===== config.mk =====
export PLATFORM = sky130hd
export DESIGN_NAME = serial_subtractor
export DESIGN_NICKNAME = d
export VERILOG_FILES = /design/src/rtl/serial_sub_pkg.sv /design/src/rtl/serial_subtractor_fs_bit.sv /design/src/rtl/serial_subtractor.sv
export SDC_FILE = /design/constraint.sdc
export NUM_CORES = 1
export LEC_CHECK = 0
export BUFFER_PORTS_ARGS = -buffer_cell sky130_fd_sc_hd__buf_2
export CORE_UTILIZATION = 55
export CTS_CLUSTER_SIZE = 16
export DETAILED_ROUTE_END_ITERATION = 8
export GPL_ROUTABILITY_DRIVEN = 0
export PLACE_DENSITY = 0.82
export SLEW_MARGIN = 15
export SYNTH_ARGS = -nofsm -noshare
export SYNTH_HDL_FRONTEND = slang
export SYNTH_SLANG_ARGS = --single-unit

===== constraint.sdc =====
create_clock -name clk -period 3.6 [get_ports clk]
set_input_delay 0.36 -clock clk [delete_from_list [all_inputs] [get_ports clk]]
set_output_delay 0.36 -clock clk [all_outputs]
set_load 0.05 [all_outputs]

===== src/rtl/serial_sub_pkg.sv =====
// Shared types and constants for the bit-serial subtractor.
package serial_sub_pkg;

  localparam int unsigned SERIAL_SUB_DEFAULT_WIDTH = 8;

  typedef enum logic [1:0] {
    IDLE = 2'd0,
    BUSY = 2'd1,
    DONE = 2'd2
  } serial_sub_state_t;

endpackage


===== src/rtl/serial_subtractor_fs_bit.sv =====
// One-bit full-subtractor cell: d = x - y - bin, with borrow-out.
module fs_bit (
  input  logic x_i,
  input  logic y_i,
  input  logic bin_i,
  output logic d_o,
  output logic bout_o
);

  assign d_o    = x_i ^ y_i ^ bin_i;
  assign bout_o = (~x_i & y_i) | (~(x_i ^ y_i) & bin_i);

endmodule


===== src/rtl/serial_subtractor.sv =====
// Bit-serial subtractor (a - b, LSB first) around one fs_bit cell.
// Optional signed-overflow output enabled by defining SERIAL_SUB_OVF_EN.
module serial_subtractor
  import serial_sub_pkg::*;
#(
  parameter int unsigned WIDTH = SERIAL_SUB_DEFAULT_WIDTH
) (
  input  logic             clk,
  input  logic             rst,
  input  logic             start,
  input  logic [WIDTH-1:0] a,
  input  logic [WIDTH-1:0] b,
  output logic             busy,
  output logic             done,
  output logic [WIDTH-1:0] diff,
  output logic             borrow
`ifdef SERIAL_SUB_OVF_EN
  , output logic           ovf
`endif
);

  localparam int unsigned CNT_W = $clog2(WIDTH + 1);

  serial_sub_state_t state_q, state_d;
  logic [WIDTH-1:0]  sa_q, sa_d;
  logic [WIDTH-1:0]  sb_q, sb_d;
  logic [WIDTH-1:0]  diff_q, diff_d;
  logic [CNT_W-1:0]  cnt_q, cnt_d;
  logic              bin_q, bin_d;
  logic              borrow_q, borrow_d;
  logic              busy_q, done_q;
`ifdef SERIAL_SUB_OVF_EN
  logic              ovf_q, ovf_d;
`endif

  logic fs_d, fs_bout;

  fs_bit u_fs_bit (
    .x_i    (sa_q[0]),
    .y_i    (sb_q[0]),
    .bin_i  (bin_q),
    .d_o    (fs_d),
    .bout_o (fs_bout)
  );

  // Next-state, datapath shifts and result capture
  always_comb begin
    state_d  = state_q;
    sa_d     = sa_q;
    sb_d     = sb_q;
    diff_d   = diff_q;
    cnt_d    = cnt_q;
    bin_d    = bin_q;
    borrow_d = borrow_q;
`ifdef SERIAL_SUB_OVF_EN
    ovf_d    = ovf_q;
`endif
    case (state_q)
      IDLE: begin
        if (start) begin
          state_d  = BUSY;
          sa_d     = a;
          sb_d     = b;
          diff_d   = '0;
          cnt_d    = '0;
          bin_d    = 1'b0;
          borrow_d = 1'b0;
`ifdef SERIAL_SUB_OVF_EN
          ovf_d    = 1'b0;
`endif
        end
      end
      BUSY: begin
        sa_d   = sa_q >> 1;
        sb_d   = sb_q >> 1;
        // New bit enters at the MSB so the LSB-first stream lands in place
        diff_d = (diff_q >> 1) | (WIDTH'(fs_d) << (WIDTH - 1));
        bin_d  = fs_bout;
        cnt_d  = cnt_q + CNT_W'(1);
        if (cnt_q == CNT_W'(WIDTH - 1)) begin
          state_d  = DONE;
          borrow_d = fs_bout;
`ifdef SERIAL_SUB_OVF_EN
          ovf_d    = bin_q ^ fs_bout;
`endif
        end
      end
      DONE:    state_d = IDLE;
      default: state_d = IDLE;
    endcase
  end

  always_ff @(posedge clk) begin
    if (rst) begin
      state_q  <= IDLE;
      sa_q     <= '0;
      sb_q     <= '0;
      diff_q   <= '0;
      cnt_q    <= '0;
      bin_q    <= 1'b0;
      borrow_q <= 1'b0;
      busy_q   <= 1'b0;
      done_q   <= 1'b0;
`ifdef SERIAL_SUB_OVF_EN
      ovf_q    <= 1'b0;
`endif
    end else begin
      state_q  <= state_d;
      sa_q     <= sa_d;
      sb_q     <= sb_d;
      diff_q   <= diff_d;
      cnt_q    <= cnt_d;
      bin_q    <= bin_d;
      borrow_q <= borrow_d;
      busy_q   <= (state_d == BUSY);
      done_q   <= (state_d == DONE);
`ifdef SERIAL_SUB_OVF_EN
      ovf_q    <= ovf_d;
`endif
    end
  end

  assign busy   = busy_q;
  assign done   = done_q;
  assign diff   = diff_q;
  assign borrow = borrow_q;
`ifdef SERIAL_SUB_OVF_EN
  assign ovf    = ovf_q;
`endif

endmodule

==> impl_metrics.yaml, run 1 <==
final_layout:
  num_antenna_cells: 0
  drive_gt1_frac: 0.300
  area_growth_syn_to_layout_pct: 10.9
  layout_common_cells: "dfxtp_1, buf_2, nor2_1"
  fin_cells: 200
  final_common_cell: "dfxtp_1"
  postLayoutCoreUtil: 0.645
  nNetsFinal: 191
routing:
  vias: 1169
  wl_mm: 2.83
  drtPass1Iterations: 4
  drtIter0Drc: 27
  viasPerCell: 5.85
  drc_errors: 0
  postRouteAntennaNets: 0
  post_drt_wl_per_cell_um: 14.2
logic_synthesis:
  syn-num-nets: 166
  synth_top_cell_area_share: 0.477
  ys_ff_latch: 34
  synth_cell_type_count: 34
  synth_area_sq_um: 1430
  syn_area_per_cell_sq_um: 9.85
  seq_area_frac_synth: 0.477
  synth.largest_area_cell: "dfxtp_1"
  yosysWarnings: 0
  synthTopCellsByArea: "dfxtp_1, a211oi_2, nor2_1"
  syn_inst: 145
placed_design:
  dp.cells: 193
  pre_cts_ws_ns: 1.71
  dp_hpwl_mm: 1.97
  io_buffers: 29
job:
  drv_cap: 0
sta:
  rsz0062_at_grt: "false"
  min_period_over_period: 0.528
  setup_viol: 0
  tns_ns: 0
  hold_viol_final: 0
  fmax_mhz: 526
  slew_viol_final: 0
  fin_skew_ns: 0.00602
  fin_crit_ns: 1.90
  layout_setup_ws_ns: 1.70
  max_slew_margin: 0.297
  worstMarginPinSlew_ns: 1.05
floorplan:
  fp.dieArea_sq_um: 2800
  coreArea_sq_um: 2450
  die-width_um: 52.9
  initial_core_util: 0.582
  core.rowCount: 18
  die_height_um: 52.9
  io_pins: 30
grt:
  globalRouteOverflowTotal: 0
  grt_pass1_wl_mm: 4.76
  grt_max_degree: 34
  antenna_found_initial: 0
  track_usage: 0.245
  first_global_vias: 1109
setup_path:
  worstSetupStartpointType: "register"
  required_ns: 3.85
  arrival_ns: 2.15
  endpoint_kind: "register"
  cp_slowest_cell: "nor2b_1"
  worst-path-buf-inv: 0
  cp_top_family: "simple AND/OR/NAND/NOR gates"
  max_stage_delay_ns: 0.88
  r2r_start: "state_q[0]"
  ff2ff_setup_slack_ns: 1.70
  crit_start: "state_q[0]"
  crit_chain: "nor2b_1 > a21oi_1 > a211oi_2"
  path_class: "register to register"
  path_max_fanout: 18
worst_hold_path:
  min_from: "a[7]"
  hold_class: "primary input to register"
clocking:
  numClockSinks: 34
  cts_setup_buffers: 0
  cts_tree: "yes"
  cts_root_buffer: "clkbuf_4"
  h-tree-depth: 2
  numCtsBuffers: 5
  cts_resized: 0
  path_clk_slew_ns: 0.09
  insertion_delay_ns: 0.33
  clockBufferDepth: 2
  cts_hold_buf: 0
status:
  outcome: "finished clean"
pwr:
  p_per_area_nw_per_um2: 436
  worst_ir_drop_vdd_v: 0.000414
  p_leak_nw: 0.660
Yosys cell counts:
| cell type | n |
|---|---|
| dfxtp_1 | 34 |
| nor2_1 | 28 |
| a211oi_2 | 12 |
| a22oi_1 | 11 |
| o22ai_1 | 11 |
| nand2_1 | 6 |
| a21oi_1 | 4 |
| buf_2 | 3 |
| buf_6 | 3 |
| nand3_1 | 3 |
| and2_1 | 2 |
| buf_1 | 2 |
| buf_4 | 2 |
| inv_1 | 2 |
| nand2b_1 | 2 |
| nor2b_1 | 2 |
| a211oi_1 | 1 |
| a221oi_1 | 1 |
| a2bb2oi_1 | 1 |
| a31oi_1 | 1 |
| a32oi_1 | 1 |
| clkbuf_1 | 1 |
| fa_1 | 1 |
| ha_1 | 1 |
| inv_2 | 1 |
| mux2i_1 | 1 |
| nand4b_1 | 1 |
| nor3_1 | 1 |
| nor3b_1 | 1 |
| nor4bb_1 | 1 |
| o211a_1 | 1 |
| o21ba_2 | 1 |
| o21bai_4 | 1 |
| or3_1 | 1 |
worst paths after layout:
check             endpoint  cells past startpoint
setup / recovery   sb_q[5]                      3
hold / removal     sa_q[7]                      3
setup reg to reg   sb_q[5]                      3
hold reg to reg    sa_q[1]                      2
tightest hold or removal path: cells and delay by family:
family / cells / cell delay, ns
simple gates: 1 / 0.07
buf+inv: 1 / 0.08
compound gates: 1 / 0.05
registers in the layout (all words and copies together), names as in the netlist:
register,count
sb_q,8
bin_q,1
state_q,2
cnt_q,4
borrow,1
diff,8
done,1
busy,1
sa_q,8
area by class of cell:
type,instances,area [sq um]
Fill cell,224,872
Sequential cell,34,681
Multi-Input combinational cell,97,661
Timing Repair Buffer,29,145
Clock buffer,5,37.5
Tap cell,30,37.5
Inverter,3,11.3
Clock inverter,2,10.0
layer usage:
layer	global-route usage	vias up	wire length [um]
met3	0.0776	7	150
met4	0.149	0	78
li1	-	574	-
met2	0.407	27	1420
met1	0.268	561	1190
met5	0	-	0
power by group:
part	switching, mW	internal (mW)
Sequential	0.0123	0.395
Combinational	0.0572	0.0379
Clock	0.118	0.0701
stage by stage:
step / instance area, sq um / hold WS (ns) / total power, mW
6_report: 1580 / 0.265 / 0.691
5_1_grt: 1580 / 0.261 / 0.732
4_1_cts: 1580 / 0.262 / 0.699
3_5_place_dp: 1540 / 0.502 / 0.512
3_3_place_gp: 1540 / 0.479 / 0.505
2_1_floorplan: 1430 / 0.439 / 0.491
logic make-up after synthesis:
group                      Yosys count  synth area share
and+or+nand+nor                     48             0.152
AOI/OAI and AO/OA                   46             0.280
DFF                                 34             0.477
buffers and inverters               14            0.0605
adders and majority gates            2            0.0228
muxes                                1           0.00701
Power figures use the tool's default switching activity.
==> run 2, diff against run 1 <==
Settings changed: CORE_UTILIZATION 55 to 53, PLACE_DENSITY 0.82 to 0.8.
Clock period 3.6 ns to 1.8 ns, I/O delays scaled along.
==> impl_metrics.yaml, run 2 (synthesis results as in run 1) <==
status:
  outcome: "finished clean"
setup_path:
  path_max_fanout: 11
  endpoint_kind: "register"
  rr_endpoint: "diff[6]"
  worstSetupStartpointType: "register"
  r2r_start: "state_q[0]"
  rr_worst_depth: 4
  path_class: "register to register"
  ff2ff_setup_slack_ns: 0.26
  required_ns: 2.06
  arrival_ns: 1.80
floorplan:
  fp.dieArea_sq_um: 2910
  io_pins: 30
  coreArea_sq_um: 2520
  core.rowCount: 18
  die_height_um: 53.9
  initial_core_util: 0.566
  die-width_um: 53.9
sta:
  fin_skew_ns: 0.00812
  min_period_over_period: 0.856
  hold_viol_final: 0
  max_slew_margin: 0.656
  fmax_mhz: 649
  tns_ns: 0
  worstMarginPinSlew_ns: 0.516
  slew_viol_final: 0
  fin_crit_ns: 1.54
  setup_viol: 0
  rsz0062_at_grt: "false"
  whs_ns: 0.0995
clocking:
  cts_resized: 0
  cts_hold_buf: 0
  insertion_delay_ns: 0.32
  cts_tree: "yes"
  numCtsBuffers: 5
  cts_root_buffer: "clkbuf_4"
  path_clk_slew_ns: 0.10
  clockBufferDepth: 2
  cts_setup_buffers: 0
  numClockSinks: 34
  h-tree-depth: 2
routing:
  wl_met3_um: 126
  postRouteAntennaNets: 0
  post_drt_wl_per_cell_um: 13.8
  drtIter0Drc: 37
  viasPerCell: 5.68
  drtPass1Iterations: 4
  vias: 1154
  drc_errors: 0
  wl_mm: 2.80
  m1WireLength_mm: 1.28
  route.met2.wl_mm: 1.39
  routed.top_layer: "met4"
final_layout:
  n_fill_cell: 222
  drive_gt1_frac: 0.306
  final_common_cell: "dfxtp_1"
  layout_common_cells: "dfxtp_1, buf_2, nor2_1"
  postLayoutCoreUtil: 0.638
  num_antenna_cells: 0
  nNetsFinal: 193
  area_growth_syn_to_layout_pct: 12.8
pwr:
  p_per_area_nw_per_um2: 891
  p_sw_mw: 0.376
  p_leak_nw: 0.674
  worst_ir_drop_vdd_v: 0.000735
  power_frac_comb: 0.135
  clock_power_share: 0.297
  p_seq_frac: 0.568
  p_int_mw: 1.06
  finalPower_mw: 1.44
  p_sw_frac: 0.262
worst_hold_path:
  hold_class: "primary input to register"
  whs_endpoint: "sb_q[7]"
  min_from: "b[7]"
  min_path_cells: 3
placed_design:
  io_buffers: 29
  dp_hpwl_mm: 1.98
grt:
  antenna_found_initial: 0
  grt_pass1_wl_mm: 4.41
  globalRouteOverflowTotal: 0
  first_global_vias: 1015
  track_usage: 0.221
  grt_max_degree: 22
job:
  drv_cap: 0
[run 2: cell types whose count changed in the layout (fill, tap and decap cells not counted)]
cell	previous run	this run
buf_4	0	2
clkbuf_1	0	1
clkbuf_8	0	1
clkinv_2	2	1
[run 2: metrics by stage]
step / setup WS [ns] / cells / area (sq um)
finish: 0.259 / 203 / 1610
global route: 0.136 / 203 / 1610
CTS: 0.268 / 203 / 1610
detailed placement: 0.279 / 195 / 1550
global placement: 0.375 / 195 / 1550
floorplan: 0.651 / 145 / 1430
[run 2: worst max path at each step]
stage                          start      end  slack [ns]  depth (start not counted)
after detailed placement  state_q[0]  diff[6]        0.28                          4
after CTS                 state_q[0]  diff[6]        0.27                          4
after floorplan                bin_q  diff[7]        0.65                          3
after global placement    state_q[0]  diff[0]        0.38                          4
after global routing      state_q[0]  diff[1]        0.14                          4
final                     state_q[0]  diff[6]        0.26                          4
[run 2: power groups by stage]
stage	combinational [mW]	sequential (mW)	clock, mW
2_1_floorplan	0.145	0.837	0
3_3_place_gp	0.185	0.830	0
3_5_place_dp	0.193	0.833	0
4_1_cts	0.194	0.816	0.436
5_1_grt	0.213	0.822	0.477
6_report	0.194	0.816	0.426
[run 2: layer usage]
layer | track usage | vias up
li1 | - | 579
met1 | 0.276 | 540
met2 | 0.346 | 33
met3 | 0.0876 | 2
met4 | 0.0702 | 0
met5 | 0 | -
[run 2: area by class of cell]
| type | instances | area (sq um) | area share |
|---|---|---|---|
| repair buffers | 31 | 160 | 0.0995 |
| clock buffers | 7 | 55.1 | 0.0342 |
| clock inverters | 1 | 5.00 | 0.00311 |
| well taps | 30 | 37.5 | 0.0233 |
| flip-flops and latches | 34 | 681 | 0.423 |
| multi-input cells | 97 | 661 | 0.410 |
| inverters | 3 | 11.3 | 0.00699 |
[run 2: critical path, cell delays in order (launching register included)]
cell,delay [ns]
dfxtp_1,0.50
nor2b_1,0.49
buf_4,0.27
a22oi_1,0.10
nor2_1,0.12
==> run 3, diff against run 2 <==
Settings changed: CORE_MARGIN from default to 2, CTS_CLUSTER_DIAMETER from default to 40.
==> impl_metrics.yaml, run 3 (synthesis results as in run 1) <==
floorplan:
  coreArea_sq_um: 2520
  initial_core_util: 0.566
  io_pins: 30
  fp.dieArea_sq_um: 3120
  core.rowCount: 18
  die_height_um: 55.9
  die-width_um: 55.9
setup_path:
  required_ns: 2.07
  path_max_fanout: 12
  endpoint_kind: "register"
  path_class: "register to register"
  worstSetupStartpointType: "register"
  arrival_ns: 1.68
  rr_worst_depth: 3
clocking:
  numClockSinks: 34
  h-tree-depth: 2
  cts_root_buffer: "clkbuf_4"
  cts_hold_buf: 0
  cts_tree: "yes"
  insertion_delay_ns: 0.34
  cts_setup_buffers: 0
  numCtsBuffers: 5
  cts_resized: 0
  clockBufferDepth: 2
  path_clk_slew_ns: 0.10
final_layout:
  layout_common_cells: "dfxtp_1, buf_2, nor2_1"
  n_fill_cell: 219
  fin_area_sq_um: 1620
  num_antenna_cells: 0
  area_growth_syn_to_layout_pct: 13.3
  nNetsFinal: 194
  final_common_cell: "dfxtp_1"
  drive_gt1_frac: 0.310
grt:
  antenna_found_initial: 0
  first_global_vias: 1095
  track_usage: 0.199
  globalRouteOverflowTotal: 0
  grt_max_degree: 19
  grt_pass1_wl_mm: 4.85
pwr:
  p_per_area_nw_per_um2: 893
  p_leak_nw: 0.679
  worst_ir_drop_vdd_v: 0.000660
routing:
  post_drt_wl_per_cell_um: 13.9
  wl_mm: 2.84
  drtPass1Iterations: 4
  drc_errors: 0
  vias: 1183
  drtIter0Drc: 31
  viasPerCell: 5.80
  postRouteAntennaNets: 0
sta:
  min_period_over_period: 0.782
  hold_viol_final: 0
  fmax_mhz: 710
  fin_crit_ns: 1.41
  worstMarginPinSlew_ns: 0.494
  max_slew_margin: 0.666
  tns_ns: 0
  setup_viol: 0
  fin_skew_ns: 0.0122
  slew_viol_final: 0
  rsz0062_at_grt: "false"
placed_design:
  placed_area_sq_um: 1560
  dp_hpwl_mm: 1.96
  io_buffers: 29
worst_hold_path:
  min_path_cells: 3
  hold_class: "primary input to register"
status:
  outcome: "finished clean"
job:
  drv_cap: 0
[run 3: cell count changes in the layout (fill, tap and decap cells not counted)]
cell   delta
buf_4     +1
[run 3: area by class of cell]
| class | count | area, sq um | area share |
|---|---|---|---|
| flip-flops and latches | 34 | 681 | 0.421 |
| inverters | 3 | 11.3 | 0.00696 |
| repair buffers | 32 | 168 | 0.104 |
| clock buffers | 7 | 55.1 | 0.0340 |
| clock inverters | 1 | 5.00 | 0.00309 |
| well taps | 30 | 37.5 | 0.0232 |
| multi-input cells | 97 | 661 | 0.408 |
[run 3: metrics by stage]
| stage | setup WS (ns) | hold slack, ns | instances | power (mW) | util |
|---|---|---|---|---|---|
| 2_1_floorplan | 0.651 | 0.259 | 145 | 0.982 | - |
| 3_3_place_gp | 0.465 | 0.421 | 196 | 1.02 | 0.618 |
| 3_5_place_dp | 0.415 | 0.428 | 196 | 1.03 | 0.618 |
| 4_1_cts | 0.387 | 0.0715 | 204 | 1.46 | 0.641 |
| 5_1_grt | 0.244 | 0.0831 | 204 | 1.51 | 0.641 |
| 6_report | 0.392 | 0.0829 | 204 | 1.44 | 0.641 |
[run 3: final timing paths]
| check | from | to | slack [ns] |
|---|---|---|---|
| setup / recovery | state_q[0] | sa_q[4] | 0.39 |
| hold / removal | b[7] | sb_q[7] | 0.08 |
| setup reg to reg | state_q[0] | sa_q[4] | 0.39 |
| hold reg to reg | sa_q[1] | sa_q[1] | 0.51 |
[run 3: routing by layer]
metal	vias to the layer above	track usage	share of wire
li1	580	-	-
met1	564	0.239	0.45
met2	32	0.308	0.49
met3	7	0.0837	0.045
met4	0	0.0952	0.020
met5	-	0	0
[run 3: where the power goes]
| group | switching [mW] | internal [mW] |
|---|---|---|
| clock network | 0.245 | 0.189 |
| registers | 0.0247 | 0.791 |
| logic | 0.114 | 0.0806 |
| total | 0.384 | 1.06 |
[run 3: worst max-delay path, stage by stage, from the launching register on]
cell and delay (ns):
dfxtp_1 0.51, nand2b_1 0.43, o22ai_1 0.15, a211oi_2 0.24
